==> src/rtl/mmio_console_pkg.sv <==
// Shared definitions for the memory-mapped console: address defaults, FSM states,
// item kind codes and FIFO item width.
package mmio_console_pkg;

  localparam logic [31:0] AddrCharDef = 32'h0000_0000;
  localparam logic [31:0] AddrIntDef  = 32'h0000_0004;
  localparam logic [31:0] AddrHaltDef = 32'h0000_0008;

  typedef enum logic [1:0] {
    StRun    = 2'd0,
    StDrain  = 2'd1,
    StHalted = 2'd2
  } state_e;

  localparam logic KindChar = 1'b0;
  localparam logic KindInt  = 1'b1;

  // {kind, data[31:0]}
  localparam int unsigned ItemW = 33;

endpackage

==> src/rtl/mmio_fifo.sv <==
// Synchronous FIFO with wrap-bit pointers; a push into a full FIFO is accepted
// when a pop happens in the same cycle.
module mmio_fifo #(
  parameter int unsigned Depth = 8,
  parameter int unsigned Width = 33
) (
  input  logic             clk,
  input  logic             reset_x,
  input  logic             push,
  input  logic [Width-1:0] wdata,
  input  logic             pop,
  output logic [Width-1:0] rdata,
  output logic             full,
  output logic             empty
);

  localparam int unsigned AW = $clog2(Depth);

  logic [Width-1:0] mem_q [Depth];
  logic [AW:0]      wptr_q, rptr_q;
  logic             do_push, do_pop;

  always_comb begin
    empty   = (wptr_q == rptr_q);
    full    = (wptr_q[AW] != rptr_q[AW]) && (wptr_q[AW-1:0] == rptr_q[AW-1:0]);
    do_pop  = pop && !empty;
    do_push = push && (!full || do_pop);
    rdata   = mem_q[rptr_q[AW-1:0]];
  end

  always_ff @(posedge clk) begin
    if (do_push) mem_q[wptr_q[AW-1:0]] <= wdata;
  end

  always_ff @(posedge clk or negedge reset_x) begin
    if (!reset_x) begin
      wptr_q <= '0;
      rptr_q <= '0;
    end else begin
      if (do_push) wptr_q <= wptr_q + 1'b1;
      if (do_pop)  rptr_q <= rptr_q + 1'b1;
    end
  end

endmodule

==> src/rtl/mmio_console.sv <==
// Console store decode, run/drain/halt FSM, cycle and branch-prediction counters.
// Prediction counters exist only when MMIO_PRSTAT_EN is defined.
module mmio_console
  import mmio_console_pkg::*;
#(
  parameter int unsigned FIFO_DEPTH = 8,
  parameter logic [31:0] ADDR_CHAR  = AddrCharDef,
  parameter logic [31:0] ADDR_INT   = AddrIntDef,
  parameter logic [31:0] ADDR_HALT  = AddrHaltDef
) (
  input  logic        clk,
  input  logic        reset_x,
  input  logic        dmem_we,
  input  logic [31:0] dmem_addr,
  input  logic [31:0] dmem_wdata,
  input  logic        prmiss,
  input  logic        prsuccess,
  input  logic        combranch,
  output logic        mmio_hit,
  output logic        out_valid,
  output logic        out_kind,
  output logic [31:0] out_data,
  input  logic        out_ready,
  output logic        overflow,
  output logic        halt,
  output logic [31:0] cycle_cnt,
  output logic [31:0] prnum_cnt,
  output logic [31:0] prsu_cnt,
  output logic [31:0] prmi_cnt,
  output logic [31:0] prcom_cnt
);

  state_e           state_q, state_d;
  logic             overflow_q;
  logic [31:0]      cycle_q;
  logic             push_req, pop, fifo_full, fifo_empty, counting;
  logic [ItemW-1:0] push_item, head_item;

  always_comb begin
    mmio_hit  = (dmem_addr == ADDR_CHAR) || (dmem_addr == ADDR_INT) ||
                (dmem_addr == ADDR_HALT);
    push_req  = (state_q == StRun) && dmem_we &&
                ((dmem_addr == ADDR_CHAR) || (dmem_addr == ADDR_INT));
    push_item = (dmem_addr == ADDR_INT) ? {KindInt, dmem_wdata}
                                        : {KindChar, 24'd0, dmem_wdata[7:0]};
    out_valid = !fifo_empty;
    pop       = out_valid && out_ready;
    // Zero the head while empty so stale storage never shows on the outputs.
    {out_kind, out_data} = fifo_empty ? '0 : head_item;
    counting  = (state_q != StHalted);
    halt      = (state_q == StHalted);
    overflow  = overflow_q;
    cycle_cnt = cycle_q;
  end

  always_comb begin
    state_d = state_q;
    unique case (state_q)
      StRun:    if (dmem_we && (dmem_addr == ADDR_HALT)) state_d = StDrain;
      StDrain:  if (fifo_empty) state_d = StHalted;
      StHalted: state_d = StHalted;
      default:  state_d = StRun;
    endcase
  end

  always_ff @(posedge clk or negedge reset_x) begin
    if (!reset_x) begin
      state_q    <= StRun;
      overflow_q <= 1'b0;
      cycle_q    <= '0;
    end else begin
      state_q <= state_d;
      if (push_req && fifo_full && !pop) overflow_q <= 1'b1;
      if (counting) cycle_q <= cycle_q + 32'd1;
    end
  end

  mmio_fifo #(
    .Depth (FIFO_DEPTH),
    .Width (ItemW)
  ) u_fifo (
    .clk     (clk),
    .reset_x (reset_x),
    .push    (push_req),
    .wdata   (push_item),
    .pop     (pop),
    .rdata   (head_item),
    .full    (fifo_full),
    .empty   (fifo_empty)
  );

`ifdef MMIO_PRSTAT_EN
  logic [31:0] prnum_q, prsu_q, prmi_q, prcom_q;

  always_ff @(posedge clk or negedge reset_x) begin
    if (!reset_x) begin
      prnum_q <= '0;
      prsu_q  <= '0;
      prmi_q  <= '0;
      prcom_q <= '0;
    end else if (counting) begin
      prnum_q <= prnum_q + {31'd0, prmiss} + {31'd0, prsuccess};
      prsu_q  <= prsu_q + {31'd0, prsuccess};
      prmi_q  <= prmi_q + {31'd0, prmiss};
      prcom_q <= prcom_q + {31'd0, combranch};
    end
  end

  assign prnum_cnt = prnum_q;
  assign prsu_cnt  = prsu_q;
  assign prmi_cnt  = prmi_q;
  assign prcom_cnt = prcom_q;
`else
  logic unused_pr;
  assign unused_pr = ^{prmiss, prsuccess, combranch};
  assign prnum_cnt = '0;
  assign prsu_cnt  = '0;
  assign prmi_cnt  = '0;
  assign prcom_cnt = '0;
`endif

endmodule
==> config.mk <==
export PLATFORM = sky130hd
export DESIGN_NAME = mmio_console
export DESIGN_NICKNAME = d
export VERILOG_FILES = /design/src/rtl/mmio_console_pkg.sv /design/src/rtl/mmio_fifo.sv /design/src/rtl/mmio_console.sv
export SDC_FILE = /design/constraint.sdc
export NUM_CORES = 1
export LEC_CHECK = 0
export ABC_AREA = 1
export CORE_MARGIN = 5
export CORE_UTILIZATION = 40
export CTS_CLUSTER_SIZE = 30
export DETAILED_ROUTE_END_ITERATION = 10
export PLACE_DENSITY = 0.74
export SLEW_MARGIN = 10
export SYNTH_ARGS = -nofsm -noshare
export SYNTH_HDL_FRONTEND = slang
export SYNTH_SLANG_ARGS = --single-unit
==> constraint.sdc <==
create_clock -name clk -period 7.6 [get_ports clk]
set_input_delay 1.14 -clock clk [delete_from_list [all_inputs] [get_ports clk]]
set_output_delay 1.14 -clock clk [all_outputs]
set_load 0.02 [all_outputs]
==> summary.txt <==
Critical path
  • Critical path class: reg -> out
  • Arr. time, crit path: about 3.7 ns
  • Worst Setup End Kind: primary output
  • Worst Path Max Fanout: 105
  • WP data required: around 6.5 ns
  • CP startpoint kind: flip-flop

Drt
  • Vias/cell: between 4 and 5
  • Final WL: between 30000 and 40000 µm
  • Drt pass-1 iters: 5
  • Drt wl/cell: 16.15 µm
  • DR iter-0 viols: 692
  • Antenna-violating nets left: 0
  • Via count: about 9500
  • # DRC: 0

Synth
  • Post-synth top area share: a little under three fifths
  • Synthesized area per cell: between 10 and 15 µm²
  • Largest area contributor in the netlist: edfxtp_1
  • Synth Warn #: 0
  • Cell count after synthesis: roughly 1300
  • Distinct cells, synth: 30
  • Post-synthesis sequential area ratio: a little under two thirds
  • Yosys reg bits: around 300
  • Synth Cell Area: 0.01413 mm²
  • Synth area leaders: edfxtp_1, nor2_1, dfrtp_1

Global route
  • Vias in the first global route: around 9000
  • GRT Residual Overflow: 0
  • Gr usage total: roughly 15%
  • First-pass GRT wire length: between 40000 and 50000 µm
  • Largest net degree at the start of global routing: approximately 110
  • Antenna violations before repair: 2

Placed design
  • GP Congestion: about 0.83
  • IO buf count: 136
  • HPWL after DPL: 18100 µm
  • Post-DP Area: 0.01544 mm²

Timing
  • Slew HR: between 20 and 30%
  • Max Slew Vio Count: 0
  • Clock Skews: between 0.02 and 0.03 ns
  • Hold slack final: about 0.47 ns
  • Endpoints failing setup: 0
  • RSZ-0062 raised after global routing: no
  • Final Hold Violating Endpoints: 0
  • Worst-margin pin slew: about 1.1 ns
  • Fmax: just over 200 MHz
  • Setup tns final: 0 ns
  • Fin crit period: 4.851 ns
  • Final Cycle Share: a little under two thirds

Layout
  • Antenna diode count: 0
  • Area grow syn2layout: 16.70%
  • Fill cells: between 3000 and 4000
  • Area of the multi-input gates: 0.004105 mm²
  • Finished Cell Area: 0.01649 mm²
  • Final Util: 47.51%
  • Reg area: ~0.0090 mm²
  • # nets final: roughly 1500
  • Share of layout cells above drive strength 1: 6.423%

CTS
  • Setup bufs post-CTS: 0
  • Clock Tree Root: clkbuf_16
  • Clock latency on the worst-skew pair: 0.51 ns
  • CTS buffer count: 34
  • Worst-path clk slew: 0.06 ns
  • CTS tree: built
  • Num Clock Sinks: slightly above 300
  • Post-CTS sizing: 0
  • Cts hold-fix bufs: 0
  • Htree depth: 2
  • CTS Buffer Depth: 3

Floorplan
  • Die H: between 150 and 200 µm
  • Die W: 198.0 µm
  • # rows: just under 70
  • Starting Density: roughly 40%
  • Core ar.: 0.03471 mm²
  • Total Die Area: 0.03919 mm²
  • Top Ports: roughly 270

Run
  • Number of max-cap violations: 0

Pwr
  • Leak pwr: around 5.7 nW
  • Total power: about 5 mW
  • Worst VDD drop: roughly 0.00025 V
  • Cell Pwr Density: about 300 mW/mm²

Hold path
  • Worst min path class: reg -> reg

Run status
  • Status: finished clean
[synthesized netlist by cell type]
cell type,instances
nor2_1,317
edfxtp_1,264
o21ai_0,162
buf_4,134
nand2_1,98
inv_1,75
dfrtp_1,43
o21ai_1,40
a31oi_1,33
nand3_1,26
clkbuf_1,25
buf_2,19
xor2_1,19
xnor2_1,13
nand4_1,11
ha_1,7
buf_6,5
nand3b_1,5
inv_2,4
nand3_2,4
nor2_2,4
nor2_4,4
buf_1,3
nand2_2,3
nor3_1,3
a21oi_1,2
o21bai_1,2
and2_1,1
conb_1,1
nor3_2,1
[routing by layer]
layer / track usage, % / up-vias / wire, µm
met5: 0 / - / 27
met4: 5.101 / 4 / 865
met3: 3.488 / 78 / 2658
met2: 26.90 / 381 / 15440
met1: 18.67 / 4501 / 12230
li1: - / 4494 / -
[critical path, cell delays in order (launching register included)]
cell,delay (ns)
dfrtp_4,0.67
buf_4,0.88
nor2_1,0.11
nor2_1,0.13
o21ai_0,0.11
o21ai_1,0.09
o21ai_0,0.09
a31oi_1,0.35
clkdlybuf4s50_1,0.68
[sequential cells by signal (all words and copies together) (netlist names)]
register       flops
u_fifo.mem_q     264
cycle_cnt         32
u_fifo.rptr_q      4
u_fifo.wptr_q      4
state_q            2
overflow           1
[logic make-up (layout without fill, tap and decap cells)]
group                      count (synthesis)  after routing  synth area share, %
AOI/OAI and AO/OA                        239            239                8.792
xor gates and xnor gates                  32             32                1.983
adders and majority gates                  7              7               0.6198
buffers and inverters                    265            289                11.03
DFF                                      307            307                63.72
other                                      1            128              0.02654
and+or+nand+nor                          477            477                13.83
[cell type report]
type,instances,area share (%)
clock buffer,38,5.250
timing repair buffer,149,8.816
multi-input combinational,883,24.89
tap,455,3.452
clock inverter,23,1.138
sequential,307,54.64
inverter,79,1.806
[cells in the final DEF (no fill, tap or decap)]
| cell | count |
|---|---|
| nor2_1 | 309 |
| edfxtp_1 | 264 |
| o21ai_0 | 162 |
| clkdlybuf4s50_1 | 135 |
| conb_1 | 128 |
| nand2_1 | 98 |
| inv_1 | 74 |
| dfrtp_1 | 41 |
| o21ai_1 | 40 |
| clkbuf_16 | 34 |
| a31oi_1 | 33 |
| nand3_1 | 26 |
| xor2_1 | 19 |
| xnor2_1 | 13 |
| buf_4 | 13 |
| nor2_4 | 12 |
| nand4_1 | 11 |
| clkinv_2 | 8 |
| ha_1 | 7 |
| clkinv_1 | 7 |
| nand3b_1 | 5 |
| nor2_2 | 4 |
| nand3_2 | 4 |
| inv_2 | 4 |
| clkbuf_1 | 4 |
| nand2_2 | 3 |
| nor3_1 | 3 |
| a21oi_1 | 2 |
| o21bai_1 | 2 |
| inv_6 | 2 |
| clkinvlp_4 | 2 |
| clkinv_4 | 2 |
| dfrtp_4 | 2 |
| and2_1 | 1 |
| nor3_2 | 1 |
| clkinv_8 | 1 |
| bufinv_16 | 1 |
| clkinv_16 | 1 |
| buf_2 | 1 |
[final timing paths]
check                                             start                            end  slack [ns]  depth (start not counted)
max reg2reg                u_fifo.rptr_q[1]$_DFFE_PN0P_  u_fifo.mem_q[0][27]$_DFFE_PP_        4.86                          6
max                        u_fifo.rptr_q[0]$_DFFE_PN0P_                    out_data[1]        2.75                          8
min reg2reg                   cycle_cnt[31]$_DFFE_PN0N_      cycle_cnt[31]$_DFFE_PN0N_        0.47                          1
max in group asynchronous                       reset_x   u_fifo.rptr_q[0]$_DFFE_PN0P_        6.12                          1
min in group asynchronous                       reset_x       cycle_cnt[1]$_DFFE_PN0N_        0.78                          1
min                           cycle_cnt[31]$_DFFE_PN0N_      cycle_cnt[31]$_DFFE_PN0N_        0.47                          1
[metrics by stage]
step | instances | setup WS, ns
after global routing | 1934 | 2.443
final | 1934 | 2.749
after detailed placement | 1873 | 3.264
after floorplan | 1455 | 3.899
after CTS | 1934 | 2.686
after global placement | 1873 | 3.268
[where the power goes]
group	switching (mW)	leakage, nW	internal (mW)
combinational	1.02	2.69	0.560
sequential	0.0690	2.53	1.83
clock	0.663	0.512	0.868
total	1.76	5.73	3.25
No activity file was read; power rests on OpenSTA's default activity.
